**config.mk**
```make
export PLATFORM = sky130hd
export DESIGN_NAME = ddr3_wr_pixel_packer
export DESIGN_NICKNAME = d
export VERILOG_FILES = /design/src/rtl/ddr3_wr_pkg.sv /design/src/rtl/ddr3_wr_pixel_packer.sv
export SDC_FILE = /design/constraint.sdc
export NUM_CORES = 1
export LEC_CHECK = 0
export CAP_MARGIN = 20
export CORE_MARGIN = 8
export CORE_UTILIZATION = 41
export CTS_CLUSTER_DIAMETER = 40
export DETAILED_ROUTE_END_ITERATION = 8
export PLACE_DENSITY = 0.71
export SYNTH_ARGS = -nofsm -noshare
export SYNTH_HDL_FRONTEND = slang
export SYNTH_SLANG_ARGS = --single-unit
```
**constraint.sdc**
```tcl
create_clock -name clk -period 4.2 [get_ports clk]
set_input_delay 0.84 -clock clk [delete_from_list [all_inputs] [get_ports clk]]
set_output_delay 0.84 -clock clk [all_outputs]
set_load 0.02 [all_outputs]
```
**src/rtl/ddr3_wr_pkg.sv**
```systemverilog
// Shared types and constants for the DDR3 write-side pixel packer.
// Holds the FSM state encoding and the pixel/word widths.
package ddr3_wr_pkg;

   typedef enum logic [1:0] {
      ST_IDLE,
      ST_LOAD,
      ST_ACTIVE,
      ST_SKIP
   } wr_state_t;

   localparam int PIX_W  = 16;
   localparam int WORD_W = 32;

   localparam logic [PIX_W-1:0] PAD_PIX = 16'h0000;

endpackage

```
**src/rtl/ddr3_wr_pixel_packer.sv**
```systemverilog
// Write-side front end of the DDR3 frame buffer: frame-start strobe, RGB565
// pair packing into 32-bit FIFO words, and per-frame geometry checking.
module ddr3_wr_pixel_packer
   import ddr3_wr_pkg::*;
#(
   parameter int IMG_W    = 1280,
   parameter int IMG_H    = 720,
   parameter int LOAD_LEN = 8
) (
   input  logic              clk,
   input  logic              rst,
   input  logic              calib_done,
   input  logic              in_vsync,
   input  logic              in_de,
   input  logic [PIX_W-1:0]  in_data,
   output logic              wr_load,
   output logic              wrfifo_wren,
   output logic [WORD_W-1:0] wrfifo_din,
   output logic              frame_err,
   output logic [15:0]       frame_cnt
);

   localparam int PCW = $clog2(IMG_W + 1);
   localparam int LCW = $clog2(IMG_H + 1);
   localparam logic [PCW-1:0] PIX_MAX  = {PCW{1'b1}};
   localparam logic [LCW-1:0] LINE_MAX = {LCW{1'b1}};
   localparam logic [PCW-1:0] IMG_W_C  = PCW'(IMG_W);
   localparam logic [LCW-1:0] IMG_H_C  = LCW'(IMG_H);
   localparam logic [7:0]     LOAD_END = 8'(LOAD_LEN - 1);

   // Valid/ready note: the FIFO side has no ready; wrfifo_wren is a one-cycle
   // valid per word and the controller must always accept it.

   logic             s1_vs, s1_vs_d, s1_de, s1_de_d;
   logic [PIX_W-1:0] s1_data;
   logic             vs_rise, de_fall;

   wr_state_t        state_q, state_d;
   logic [7:0]       ld_cnt_q;
   logic [PCW-1:0]   pix_cnt_q;
   logic [LCW-1:0]   line_cnt_q, line_d;
   logic             phase_q;
   logic [PIX_W-1:0] low_q;
   logic             err_q, err_d, err_hold_q;
   logic [15:0]      frame_cnt_q;
   logic             wr_load_q, wren_q;
   logic [WORD_W-1:0] din_q;

   logic enter_load, take_pix, line_end, flush, line_err, frame_end;

   assign vs_rise = s1_vs & ~s1_vs_d;
   assign de_fall = ~s1_de & s1_de_d;

   always_ff @(posedge clk or posedge rst) begin
      if (rst) begin
         s1_vs   <= 1'b0;
         s1_vs_d <= 1'b0;
         s1_de   <= 1'b0;
         s1_de_d <= 1'b0;
         s1_data <= '0;
      end else begin
         s1_vs   <= in_vsync;
         s1_vs_d <= s1_vs;
         s1_de   <= in_de;
         s1_de_d <= s1_de;
         s1_data <= in_data;
      end
   end

   always_comb begin
      state_d = state_q;
      case (state_q)
         ST_IDLE, ST_ACTIVE, ST_SKIP: begin
            if (vs_rise) state_d = calib_done ? ST_LOAD : ST_SKIP;
         end
         ST_LOAD: begin
            if (ld_cnt_q == LOAD_END) state_d = ST_ACTIVE;
         end
         default: state_d = ST_IDLE;
      endcase
   end

   // Pixels are only packed in ACTIVE; vsync wins over a coincident pixel.
   always_comb begin
      enter_load = (state_d == ST_LOAD) && (state_q != ST_LOAD);
      take_pix   = (state_q == ST_ACTIVE) && s1_de && !vs_rise;
      line_end   = (state_q == ST_ACTIVE) && de_fall;
      flush      = line_end && phase_q;
      line_err   = line_end && (phase_q || (pix_cnt_q != IMG_W_C));
      frame_end  = (state_q == ST_ACTIVE) && vs_rise;
      err_d      = err_q | line_err | ((state_q == ST_LOAD) && s1_de);
      line_d     = line_cnt_q;
      if (line_end && (line_cnt_q != LINE_MAX)) line_d = line_cnt_q + LCW'(1);
   end

   always_ff @(posedge clk or posedge rst) begin
      if (rst) begin
         state_q     <= ST_IDLE;
         ld_cnt_q    <= '0;
         pix_cnt_q   <= '0;
         line_cnt_q  <= '0;
         phase_q     <= 1'b0;
         low_q       <= '0;
         err_q       <= 1'b0;
         err_hold_q  <= 1'b0;
         frame_cnt_q <= '0;
         wr_load_q   <= 1'b0;
         wren_q      <= 1'b0;
         din_q       <= '0;
      end else begin
         state_q   <= state_d;
         wr_load_q <= (state_d == ST_LOAD);
         wren_q    <= (take_pix && phase_q) || flush;
         if (flush)                     din_q <= {PAD_PIX, low_q};
         else if (take_pix && phase_q)  din_q <= {s1_data, low_q};
         // The hold captures the frame's verdict before LOAD wipes err_q.
         if (frame_end) err_hold_q <= err_d | (line_d != IMG_H_C);

         if (enter_load) begin
            ld_cnt_q    <= '0;
            pix_cnt_q   <= '0;
            line_cnt_q  <= '0;
            phase_q     <= 1'b0;
            err_q       <= 1'b0;
            frame_cnt_q <= frame_cnt_q + 16'd1;
         end else begin
            err_q <= err_d;
            if (state_q == ST_LOAD) ld_cnt_q <= ld_cnt_q + 8'd1;
            if (take_pix) begin
               phase_q <= ~phase_q;
               if (!phase_q) low_q <= s1_data;
               if (pix_cnt_q != PIX_MAX) pix_cnt_q <= pix_cnt_q + PCW'(1);
            end
            if (line_end) begin
               phase_q    <= 1'b0;
               pix_cnt_q  <= '0;
               line_cnt_q <= line_d;
            end
         end
      end
   end

   assign wr_load     = wr_load_q;
   assign wrfifo_wren = wren_q;
   assign wrfifo_din  = din_q;
   assign frame_err   = err_hold_q;
   assign frame_cnt   = frame_cnt_q;

endmodule

```
# == Word level (Yosys, flattened, before mapping) ==
# Index checks and enable logic that the tools add are counted.
# classes
bitwise,9
addsub,4
eq_ne,10
reduce_logical,22
mux,19
# op_table
operator,count
$mux 32,2
$mux 11,4
$mux 10,3
$ne 11x11->1 const B,2
$ne 10x10->1 const B,2
$add 16x1->16 const B,1
$mux 8,2
$add 11x1->11 const B,1
$add 10x1->10 const B,1
$logic_and 1x1->1,10
$add 8x1->8 const B,1
$eq 8x3->1 const B,1
$mux 2,3
$reduce_bool 2->1,3
$reduce_bool 3->1,2
$eq 2x1->1 const B,2
$eq 2x2->1 const B,2
$mux 1,4
$not 1->1,4
$pmux 2 s2,1
$or 1x1->1,3
$reduce_and 3->1,1
$reduce_or 3->1,1
$and 1x1->1,2
other kinds (5),6
# totals
in_bits,21
register_bits,120
out_inout_bits,51
elab_cells,81

# == Logic depth before layout (Yosys ltp) ==
# logic_depth
word_depth,8
ltp_mapped,8
ltp_nobuf,7

# == Worst setup path after synthesis ==
# Ideal clock, no wire load.
# synth_path
path_kind,input-to-reg
start,input calib_done
end,"register frame_cnt_q[12], in the netlist frame_cnt[12]"
t_arrival_ns,1.935
n_path_buf,1
setup_ns,0.080
required_time_ns,4.120
path_slack_ns,2.186
path_stages,6
cell_sequence,and3b_1 > clkbuf_1 > nand4_1 > or2_2 > nor2_1 > xor2_1
# synth_between
elab_chain_len,5
# synth_rtl
element,line_no,rtl
"start, declared",ddr3_wr_pixel_packer.sv:12,"input logic calib_done,"
$mux 2 (2 in series),ddr3_wr_pixel_packer.sv:74,if (vs_rise) state_d = calib_done ? ST_LOAD : ST_SKIP;
$pmux 2 s2,ddr3_wr_pixel_packer.sv:72,case (state_q)
$eq 2x1->1,ddr3_wr_pixel_packer.sv:85,enter_load = (state_d == ST_LOAD) && (state_q != ST_LOAD);
$logic_and 1x1->1,ddr3_wr_pixel_packer.sv:85,
"end signal, assigned",ddr3_wr_pixel_packer.sv:125,frame_cnt_q <= frame_cnt_q + 16'd1;
"end, declared",ddr3_wr_pixel_packer.sv:45,logic [15:0] frame_cnt_q;
# Every way passes these cells.
# A chain may end at the register's enable or synchronous reset.

# == Final worst setup path ==
# layout_path
start,register state_q[0]
end,"register din_q[9], in the netlist wrfifo_din[9]"
# layout_between
elab_chain_len,5
# layout_rtl
element,line_no,rtl
"start, declared",ddr3_wr_pixel_packer.sv:38,"wr_state_t state_q, state_d;"
"start signal, assigned",ddr3_wr_pixel_packer.sv:111,state_q <= state_d;
$eq 2x2->1 *,"ddr3_wr_pixel_packer.sv:86, ddr3_wr_pixel_packer.sv:87",
$logic_and 1x1->1 (2 in series),ddr3_wr_pixel_packer.sv:86,take_pix = (state_q == ST_ACTIVE) && s1_de && !vs_rise;
$logic_and 1x1->1,ddr3_wr_pixel_packer.sv:115,"else if (take_pix && phase_q) din_q <= {s1_data, low_q};"
$reduce_bool 2->1 (no source line),n/a,
"end signal, assigned",ddr3_wr_pixel_packer.sv:114,"if (flush) din_q <= {PAD_PIX, low_q};"
"end signal, assigned",ddr3_wr_pixel_packer.sv:115,
"end, declared",ddr3_wr_pixel_packer.sv:47,logic [WORD_W-1:0] din_q;
# Mark *: on every way between the ends. The rest lies on a longest branch, timed or not.

==> run_results.csv <==
group,metric,value,unit
setup_path,path_class,"reg -> reg",
detailed_routing,vias_per_cell,5.200,
detailed_routing,drt_wl_total,10620,um
power,powerDensity,580.3,mW/mm^2
sta,fin_crit,2798,ps
sta,holdWs,417.9,ps
place,globalplace.congestion,0.8521,
sta,hold_violations,0,
power,p_seq_frac,0.445,
cts,cts.htree.levels,4,
floorplanning,dieArea,0.01603,mm^2
place,place_area,0.005843,mm^2
sta,worst_pin_slew,968.5,ps
sta,finalSetupViolCount,0,
power,power_frac_clock,0.361,
logic_synthesis,yosys-top-cells-area,"dfrtp_1 (60%), nand2_1 (8.1%), xnor2_1 (4.2%), mux2_2 (3.6%), nand3_1 (3.2%)",
grt,grt.total_usage,0.1415,
power,combPwrFrac,0.194,
logic_synthesis,synth_cell_types,57,
logic_synthesis,yosysTopAreaCellShare,0.5985,
power,total_power,3.713,mW
floorplanning,pin_count,72,
power,ir_drop,0.2941,mV
sta,grt_setup_unrepaired,"false",
floorplanning,die_h,126.6,um
logic_synthesis,synth_edf_count,0,
logic_synthesis,syn-num-nets,488,
setup_path,crit_path_end_kind,"flip-flop",
setup_path,start_kind,"flip-flop",
power,leakagePower,2.943,nW
setup_path,crit_path_max_incr_delay,650,ps
cts,cts_buffer_depth,2,
power,internal_power,2.666,mW
sta,fmax,357.4,MHz
job,cap_viol_max_count,0,
layout,drive_gt1_frac,0.1158,
cts,cts_num_sinks,120,
layout,fin_util,0.5349,
sta,maxSlewViolCount,0,
power,p_sw_frac,0.2820,
setup_path,crit_fanout,33,
grt,grt_max_degree,66,
logic_synthesis,yosysSeqAreaShare,0.5985,
sta,maxSlewHeadroom,0.3536,
setup_path,cp.required,4480,ps
place,dp_hpwl,7082,um
logic_synthesis,synthFlopType,"dfrtp_1",
grt,grt-ovfl-total,0,
logic_synthesis,syn_inst,462,
place,dp.cells,663,
grt,grt_pass1_wl,18080,um
layout,fin_cells,691,
floorplanning,fp-row-count,40,
place,port_buffers,71,
detailed_routing,firstDrtPassIters,4,
layout,final_nets,561,
sta,timing.final.crit_share,0.6662,
detailed_routing,dr_total_vias,3593,
cts,root_buffer,"clkbuf_16",
logic_synthesis,yosys_warnings,0,
floorplanning,initial_core_util,0.4195,
sta,tns,0,ps
floorplanning,die_w,126.6,um
cts,clk_latency,400,ps
logic_synthesis,yosys.area.top_type,"dfrtp_1",
cts,tritoncts,"yes",
setup_path,crit_slowest_cell,"a21bo_2",
layout,final_area,0.006399,mm^2
floorplanning,design.core.area,0.01196,mm^2
sta,setup_ws,1402,ps
min_path,hold_class,"reg -> reg",
setup_path,path_buf_inv,1,
layout,area_growth,27.53,%
power,p_switching,1.047,mW
logic_synthesis,synth_area_per_cell,10.86,um^2
cts,numCtsBuffers,17,
cts,clkTransAtPathRegs,50,ps
run_status,outcome,"completed",
setup_path,critPathTopFamily,"simple AND/OR/NAND/NOR gates",
detailed_routing,drtIter0Drc,321,
detailed_routing,wl_per_cell,15.36,um
cts,cts_hold_buffers,0,
setup_path,cp_data_arrival_time,3080,ps
logic_synthesis,synth-seq-cells,120,
logic_synthesis,synth.most_common_cell,"dfrtp_1",
cts,cts_resized,0,
detailed_routing,drcViolationCount,0,
setup_path,cp_cell_sequence,"and2b_2 > nand3_1 > a21bo_2 > inv_1 > nand2_1 > nand2_1",
layout,antenna_cells,0,
sta,skew,5.525,ps
grt,grt_pass1_vias,3640,
logic_synthesis,async_flop_share,1.000,
logic_synthesis,syn_area,0.005017,mm^2
grt,antenna_found_initial,0,
setup_path,cpMostUsedCell,"nand2_1",
detailed_routing,ant_nets,0,
cts,post_cts_buffers,0,
logic_synthesis,synth_commonest_cells,"dfrtp_1 (120), nand2_1 (108), nor2_1 (35), nand3_1 (32), xnor2_1 (24)",
place,pre_cts_slack,1434,ps
-- flip-flops by register name, indices dropped and copies added (netlist names), 2 cells and up --
register    cells
ld_cnt_q        8
frame_cnt      16
pix_cnt_q      11
low_q          16
wrfifo_din     32
line_cnt_q     10
s1_data        16
state_q         2
-- routing by layer --
metal / global-route usage / share of wire / vias to the layer above / wire, um
met5: 0 / 0 / - / 0
met4: 0.07148 / 0.018 / 0 / 192
met3: 0.04441 / 0.050 / 17 / 532
met2: 0.2318 / 0.51 / 85 / 5440
met1: 0.1646 / 0.42 / 1771 / 4450
li1: - / - / 1720 / -
-- placed cells by master (no fill, tap or decap), drive strengths merged, types with 2 or more instances in the layout --
cell | netlist | routed
a211oi | 2 | 2
nand4 | 12 | 12
a41oi | 2 | 2
and2 | 3 | 3
a21oi | 5 | 5
nand2 | 108 | 108
dfrtp | 120 | 120
clkdlybuf4s50 | 0 | 71
and3 | 8 | 8
xor2 | 7 | 7
mux2 | 17 | 17
nand2b | 2 | 2
nor2 | 36 | 36
nor3 | 5 | 5
clkinv | 0 | 2
ha | 5 | 5
nand3 | 32 | 32
o21ai | 8 | 8
clkbuf | 8 | 25
and4 | 2 | 2
buf | 11 | 2
mux2i | 2 | 2
xnor2 | 24 | 24
inv | 9 | 9
and2b | 2 | 2
nor4 | 8 | 8
a31oi | 3 | 3
-- worst paths after layout --
path / to / cells past startpoint / slack (ps) / start
max in group asynchronous: wrfifo_din[20] / 3 / 2510 / rst
min reg2reg: s1_vs_d / 0 / 420 / s1_vs
min: s1_vs_d / 0 / 420 / s1_vs
max: wrfifo_din[9] / 6 / 1400 / state_q[0]
max reg2reg: wrfifo_din[9] / 6 / 1400 / state_q[0]
min in group asynchronous: frame_cnt[15] / 2 / 950 / rst
-- power groups by stage --
stage          clock network, mW  logic (mW)  registers, mW
2_1_floorplan                  0       0.390           1.69
3_3_place_gp                   0       0.700           1.65
3_5_place_dp                   0       0.725           1.66
4_1_cts                     1.37       0.733           1.65
5_1_grt                     1.43       0.797           1.70
6_report                    1.34       0.719           1.65
-- cell families (layout without fill, tap and decap cells) --
group / after synthesis / after routing / synth area share
muxes: 19 / 19 / 0.04289
adders and majority gates: 5 / 5 / 0.01247
AOI/OAI and AO/OA: 29 / 29 / 0.04489
DFF: 120 / 120 / 0.5985
buffers and inverters: 28 / 110 / 0.02643
and+or+nand+nor: 230 / 230 / 0.2207
xor gates and xnor gates: 31 / 31 / 0.05411
-- final cells by class --
type                       instances  area, um^2
inverter                           9       36.28
fill                             994        5563
sequential                       120        3003
tap                              147       183.9
timing repair buffer              73       738.2
clock inverter                     3       40.04
multi-input combinational        314        1882
clock buffer                      25       515.5
(Power assumes the default switching activity.)
